--- src/rtl/alu_pkg.sv ---
// -----------------------------------------------------------------------------
// alu_pkg
// Shared ALU definitions used by the 1-bit ALU slice, the 16-bit ALU built from
// it, and the control unit that drives the opcode.
//   aluop_t : 2-bit operation select (AND / OR / ADD / XOR)
// -----------------------------------------------------------------------------
package alu_pkg;

   typedef enum logic [1:0] {
      ALU_AND = 2'b00,
      ALU_OR  = 2'b01,
      ALU_ADD = 2'b10,
      ALU_XOR = 2'b11
   } aluop_t;

endpackage : alu_pkg

--- src/rtl/full_adder_1bit.sv ---
// -----------------------------------------------------------------------------
// full_adder_1bit
// Purely combinational one-bit full adder.
//   x, y : addend bits
//   ci   : carry in
//   s    : sum bit
//   co   : carry out (majority of x, y, ci)
// -----------------------------------------------------------------------------
module full_adder_1bit (
   input  logic x,
   input  logic y,
   input  logic ci,
   output logic s,
   output logic co
);

   assign s  = x ^ y ^ ci;
   assign co = (x & y) | (x & ci) | (y & ci);

endmodule : full_adder_1bit

--- src/rtl/alu_1bit.sv ---
// -----------------------------------------------------------------------------
// alu_1bit
// Replicated bit cell of the 16-bit ALU. Each operand may be inverted, then the
// opcode selects AND, OR, full-add sum or XOR. Result and carry are registered.
//   clk     : rising-edge clock
//   rst     : asynchronous active-high reset, clears rez and cout
//   a, b    : operand bits
//   ainvert : complement operand A before use
//   binvert : complement operand B before use (subtract / NOR / NAND)
//   cin     : carry in from lower slice (or the +1 of a subtract on bit 0)
//   aluop   : 00 AND, 01 OR, 10 ADD, 11 XOR
//   cout    : registered adder carry-out
//   rez     : registered result bit
// -----------------------------------------------------------------------------
module alu_1bit (
   input  logic       clk,
   input  logic       rst,
   input  logic       a,
   input  logic       b,
   input  logic       ainvert,
   input  logic       binvert,
   input  logic       cin,
   input  logic [1:0] aluop,
   output logic       cout,
   output logic       rez
);

   import alu_pkg::*;

   logic   w_ea;
   logic   w_eb;
   logic   w_sum;
   logic   w_carry;
   logic   w_next_rez;
   logic   w_next_cout;
   aluop_t w_op;
   logic   r_rez;
   logic   r_cout;

   assign w_ea = a ^ ainvert;
   assign w_eb = b ^ binvert;
   assign w_op = aluop_t'(aluop);

   // The adder runs for every opcode so the ripple chain between slices does
   // not depend on the operation being performed.
   full_adder_1bit u_fa (
      .x  (w_ea),
      .y  (w_eb),
      .ci (cin),
      .s  (w_sum),
      .co (w_carry)
   );

   always_comb begin
      w_next_rez = 1'b0;
      case (w_op)
         ALU_AND: w_next_rez = w_ea & w_eb;
         ALU_OR:  w_next_rez = w_ea | w_eb;
         ALU_ADD: w_next_rez = w_sum;
         ALU_XOR: w_next_rez = w_ea ^ w_eb;
         default: w_next_rez = 1'b0;
      endcase
   end

   // Carry is reported for logic ops too; upper levels simply ignore it.
   assign w_next_cout = w_carry;

   // ---- output register stage ----
   always_ff @(posedge clk or posedge rst) begin
      if (rst) begin
         r_rez  <= 1'b0;
         r_cout <= 1'b0;
      end else begin
         r_rez  <= w_next_rez;
         r_cout <= w_next_cout;
      end
   end

   assign rez  = r_rez;
   assign cout = r_cout;

endmodule : alu_1bit

--- config.mk ---
export PLATFORM = sky130hd
export DESIGN_NAME = alu_1bit
export DESIGN_NICKNAME = d
export VERILOG_FILES = /design/src/rtl/alu_pkg.sv /design/src/rtl/full_adder_1bit.sv /design/src/rtl/alu_1bit.sv
export SDC_FILE = /design/constraint.sdc
export NUM_CORES = 1
export LEC_CHECK = 0
export CAP_MARGIN = 20
export CORE_AREA = 2 2 39 41
export DETAILED_ROUTE_END_ITERATION = 6
export DIE_AREA = 0 0 41 43
export GPL_ROUTABILITY_DRIVEN = 0
export PLACE_DENSITY_LB_ADDON = 0.2
export SLEW_MARGIN = 20
export SYNTH_ARGS = -nofsm -noshare
export SYNTH_HDL_FRONTEND = slang
export SYNTH_SLANG_ARGS = --single-unit
--- constraint.sdc ---
create_clock -name clk -period 0.8 [get_ports clk]
set_input_delay 0.16 -clock clk [delete_from_list [all_inputs] [get_ports clk]]
set_output_delay 0.16 -clock clk [all_outputs]
set_load 0.005 [all_outputs]
==> results of run 1 <==
-- final cells by class --
type / instances / share of cell area, %
clock buffer: 3 / 6.642
multi-input combinational: 6 / 36.90
tap: 16 / 5.904
sequential: 2 / 14.76
timing repair buffer: 12 / 31.37
inverter: 4 / 4.428
-- power breakdown --
| part | internal (W) | switching, W |
|---|---|---|
| Sequential | 0.000119 | 0.00000296 |
| Clock | 0.000165 | 0.0000573 |
| Combinational | 0.000106 | 0.0000598 |
| Total | 0.000390 | 0.000120 |
-- sequential cells by signal, indices dropped and copies added, names as in the netlist --
name	count
rez	1
cout	1
-- kinds of logic (layout without fill, tap and decap cells) --
kind of cell	Yosys count	count (layout)	synth area share, %
adders and majority gates	3	3	30.00
muxes	1	1	15.00
xor gates and xnor gates	2	2	11.67
DFF	2	2	33.33
buffers and inverters	4	19	9.997
-- metrics by stage --
stage          TNS, ps  instances  util [%]  hold slack (ps)  setup WS, ps
2_1_floorplan   -591.0         12         -           -98.82        -566.9
6_report        -543.4         43     24.50            88.94        -458.6
3_3_place_gp     -2070         39     22.15            321.0         -1149
4_1_cts         -563.2         43     24.50            85.79        -451.3
5_1_grt         -648.4         43     24.50            109.5        -491.4
3_5_place_dp     -2061         39     22.15            333.6         -1150
-- timing repair --
action                                  CTS  global route
pin swaps                                 3             0
gates resized for setup                  32             0
hold buffers                              0             0
buffers inserted                          1             0
endpoints found under the setup margin    4             3
-- routing by layer --
layer  GRT usage (%)  routed length (um)
met2           5.000                 152
met5               0                   0
met1           4.207                  89
met4           6.000                  10
met3           3.141                  36
-- layout by cell type (no fill, tap or decap) --
cell	n
ha_1	2
inv_2	1
clkdlybuf4s50_1	3
clkbuf_4	3
dlygate4sd2_1	1
mux4_2	1
dfrtp_1	2
fa_2	1
buf_4	2
xnor2_4	1
buf_2	3
inv_1	3
xor2_4	1
buf_8	1
buf_6	2
-- synth_stat cells --
library cell  count
dfrtp_1           2
fa_1              1
ha_1              2
inv_1             4
mux4_2            1
xnor2_1           1
xor2_1            1
-- worst paths after layout --
| kind | end | slack (ps) | from |
|---|---|---|---|
| worst max-delay path | rez | -460 | b |
| worst min-delay path | rez | 90 | rst |
| max in group asynchronous | cout | 600 | rst |
| min in group clk | cout | 370 | a |
==> impl_metrics.csv, run 1 <==
group,metric,value,unit
run_status,status,"finished with violations",
run_status,failed_checks,"setup timing",
worst_setup_path,cp.arrival,1350,ps
routing,dr.first_iter.drc_count,0,
cts,tritoncts,"done",
power_and_ir_drop,cellPowerDensity,1505,mW/mm2
cts,ctsHtreeMaxLevel,1,
sta,slew_hr,89.21,%
global_route,global_route.usage.total,4.427,%
power_and_ir_drop,irDropWorstVdd,0.3423,mV
logic_synthesis,ys_seq_elements,2,
worst_setup_path,cp_cell_sequence,"buf_8, xor2_4, fa_2, mux4_2",
layout,fill_cells,148,
logic_synthesis,largest_area_contributor_in_the_synthesized_netlist,"dfrtp_1",
logic_synthesis,yosysTopAreaCellShare,33.33,%
floorplanning,die_ar,0.001763,mm2
global_route,via_count_of_the_first_global_routing_pass,127,
layout,area_growth,125.8,%
worst_setup_path,timing.critical_path.to_type,"register",
logic_synthesis,synth_instances,12,
routing,antenna_violating_nets_post_route,0,
global_route,total_congestion_overflow_after_global_routing,0,
logic_synthesis,synth.top_cells.by_area,"dfrtp_1 33%, ha_1 17%, mux4_2 15%, fa_1 13%, inv_1 10%",
cts,cts.clk_slew.worst_paths,30,ps
floorplanning,rows,14,
worst_setup_path,crit_path_max_fanout,3,
layout,nNetsFinal,41,
worst_setup_path,worstPathRequired,890,ps
worst_setup_path,worstPathBufferInverterCount,1,
floorplanning,start_util,10.85,%
worst_setup_path,critical_path_depth,4,
run,timing.max_cap.violations,0,
routing,vias,143,
sta,final_hold_viol_count,0,
sta,layout_min_cycle_time,1259,ps
worst_setup_path,critPathMaxStageDelay,450,ps
floorplanning,placeable_core_region,0.001384,mm2
logic_synthesis,mean_instance_size_in_the_synthesized_netlist,12.51,um2
layout,fraction_of_final_layout_cells_with_drive_strength_greater_than_1,59.26,%
layout,multiInputGateArea,125.1,um2
cts,cts.sink_count,2,
cts,cts_inserted_buffers,3,
power_and_ir_drop,p_total,0.0005102,W
layout,antenna_cells,0,
sta,rsz0062_at_grt,"true",
sta,finalCritPeriodShare,157.3,%
layout,seq_area,50.05,um2
power_and_ir_drop,power.leakage,0.1578,nW
sta,total_of_endpoints_with_negative_setup_slack_in_the_final_report,3,
worst_setup_path,cp-start-kind,"input pin",
logic_synthesis,synthesis.yosys.warnings,0,
sta,timing_worst_slew_pin_value,161.6,ps
logic_synthesis,synth_cell_type_count,7,
place,dp_hpwl,248.2,um
floorplanning,ioPinCount,11,
worst_setup_path,cp_top_family,"adder cells",
cts,cts-root-buf,"clkbuf_4",
routing,drt_drc_violations_left,0,
global_route,grt_antenna_before_repair,0,
sta,fmax,0.7946,GHz
routing,route.final.wire_length,287,um
floorplanning,chipHeight,43,um
place,port_buffers,10,
global_route,grt_start_max_net_pins,4,
sta,timing.final.max_slew_violations,0,
worst_setup_path,cpMaxStageDelayCell,"fa_2",
logic_synthesis,synth.cell_area,150.1,um2
floorplanning,die_width,41,um
worst_setup_path,crit_type,"input pin to register",
routing,drt_pass1_iterations,1,
cts,cts_max_path_buffers,2,
routing,routedWlPerCell,6.674,um
worst_hold_path,timing.hold.worst.class,"input pin to async pin",
layout,fin_area,339.1,um2
sta,worst_slack,-458.6,ps
place,postPlaceCellArea,306.5,um2
logic_synthesis,synth_nets,24,
global_route,grt_pass1_wl,448,um
routing,routed_via_density,3.326,
logic_synthesis,ys_seq_area_share,33.33,%
Power figures use the tool's default switching activity.
==> run 2, diff against run 1 <==
--- a/config.mk
+++ b/config.mk
@@ -9,6 +9,7 @@
 export CORE_AREA = 2 2 39 41
 export DETAILED_ROUTE_END_ITERATION = 6
 export DIE_AREA = 0 0 41 43
+export DONT_BUFFER_PORTS = 1
 export GPL_ROUTABILITY_DRIVEN = 0
 export PLACE_DENSITY_LB_ADDON = 0.2
 export SLEW_MARGIN = 20
==> impl_metrics.csv, run 2 (synthesis gave the netlist of run 1 again) <==
group,metric,value,unit
run_status,status,"finished with violations",
run_status,failed_checks,"setup timing",
cts,cts-root-buf,"clkbuf_4",
routing,antenna_violating_nets_post_route,0,
sta,fmax,0.8687,GHz
floorplanning,ioPinCount,11,
cts,cts_max_path_buffers,2,
sta,timing.final.max_slew_violations,0,
routing,dr.first_iter.drc_count,2,
cts,ctsHtreeMaxLevel,1,
global_route,grt_antenna_before_repair,0,
worst_hold_path,worst_hold_startpoint,"aluop[0]",
routing,route.final.wire_length,292,um
layout,final_cell_mix,"3 x inv_1, 3 x clkbuf_4, 2 x ha_1, 2 x dfrtp_1, 2 x buf_4",
floorplanning,die_ar,0.001763,mm2
worst_setup_path,crit_type,"input pin to register",
global_route,grt_start_max_net_pins,4,
worst_setup_path,cp.arrival,1240,ps
global_route,use_met1,3.560,%
worst_setup_path,worstPathRequired,890,ps
global_route,globalRouteMet2Util,6.563,%
worst_setup_path,crit_path_max_fanout,2,
floorplanning,start_util,10.85,%
layout,final_util,18.63,%
routing,drt_drc_violations_left,0,
cts,tritoncts,"done",
global_route,total_congestion_overflow_after_global_routing,0,
sta,layout_min_cycle_time,1151,ps
power_and_ir_drop,power.leakage,0.1136,nW
power_and_ir_drop,irDropWorstVdd,0.2016,mV
cts,cts_inserted_buffers,3,
global_route,busiest_layer,"met4",
sta,setup_total_negative_slack,-351.2,ps
sta,worst_slack,-351.2,ps
floorplanning,rows,14,
routing,vias,104,
run,timing.max_cap.violations,0,
global_route,global_route.usage.total,4.728,%
sta,final_hold_viol_count,0,
sta,total_of_endpoints_with_negative_setup_slack_in_the_final_report,1,
global_route,grt_pass1_wl,469,um
global_route,via_count_of_the_first_global_routing_pass,134,
sta,timing_worst_slew_pin_value,154.6,ps
power_and_ir_drop,p_total,0.0004450,W
layout,fraction_of_final_layout_cells_with_drive_strength_greater_than_1,55.56,%
cts,cts.sink_count,2,
worst_setup_path,cp-start-kind,"input pin",
worst_hold_path,timing.hold.worst.class,"input pin to register",
sta,finalCritPeriodShare,143.9,%
sta,rsz0062_at_grt,"true",
layout,antenna_cells,0,
worst_setup_path,timing.critical_path.to_type,"register",
worst_setup_path,crit_start,"ainvert",
layout,area_growth,71.67,%
layout,nNetsFinal,32,
routing,routed_via_density,3.059,
cts,cts.clk_slew.worst_paths,30,ps
routing,routedWlPerCell,8.588,um
floorplanning,placeable_core_region,0.001384,mm2
floorplanning,chipHeight,43,um
global_route,groute.layer.met3.usage,1.571,%
power_and_ir_drop,cellPowerDensity,1726,mW/mm2
floorplanning,die_width,41,um
place,port_buffers,0,
routing,drt_pass1_iterations,2,
sta,slew_hr,89.67,%
-- run 2: cell types whose count changed in the layout (fill, tap and decap cells not counted) --
cell / delta
buf_8: -1
buf_6: -2
dlygate4sd2_1: -1
buf_2: -3
dlygate4sd3_1: +1
clkdlybuf4s50_1: -3
-- run 2: per-layer routing --
layer | vias up | routed length [um] | part of all wire (%)
li1 | 47 | - | -
met1 | 50 | 80 | 27
met2 | 7 | 182 | 62
met3 | 0 | 29 | 9.9
met4 | 0 | 0 | 0
met5 | - | 0 | 0
-- run 2: final timing paths --
path,end,depth (start not counted),slack (ps)
setup / recovery,rez,4,-350
hold / removal,rez,1,120
max in group asynchronous,cout,2,460
min in group asynchronous,rez,2,230
-- run 2: per-stage QoR --
stage	hold WS (ps)	instances	area, um2	worst slack [ps]
global placement	-93.87	29	206.4	-599.0
finish	122.4	34	257.7	-351.2
detailed placement	-91.40	29	206.4	-608.5
floorplan	-98.82	12	178.9	-566.9
global route	119.0	34	257.7	-393.9
CTS	117.0	34	257.7	-349.0
-- run 2: power by group --
| group | internal, W | switching, W | leakage, nW |
|---|---|---|---|
| Clock | 0.000165 | 0.0000542 | 0.0138 |
| Sequential | 0.000120 | 0.00000885 | 0.0233 |
| Combinational | 0.0000642 | 0.0000330 | 0.0765 |
| Total | 0.000349 | 0.0000960 | 0.114 |
-- run 2: what timing repair did --
item / in CTS / in global routing
buffers inserted: 1 / 0
endpoints found under the setup margin: 1 / 1
pin swaps: 1 / 1
gates resized for setup: 1 / 0
hold buffers: 1 / 0
endpoints found under the hold margin: 2 / 0
-- run 2: final cells by class --
type | instances | area [um2]
Fill cell | 146 | 1126
Multi-Input combinational cell | 6 | 125.1
Sequential cell | 2 | 50.05
Timing Repair Buffer | 3 | 25.02
Clock buffer | 3 | 22.52
Tap cell | 16 | 20.02
Inverter | 4 | 15.01
-- run 2: worst max-delay path, cell delays in order --
cell and delay (ps):
xnor2_4 150, inv_2 70, fa_2 420, mux4_2 450
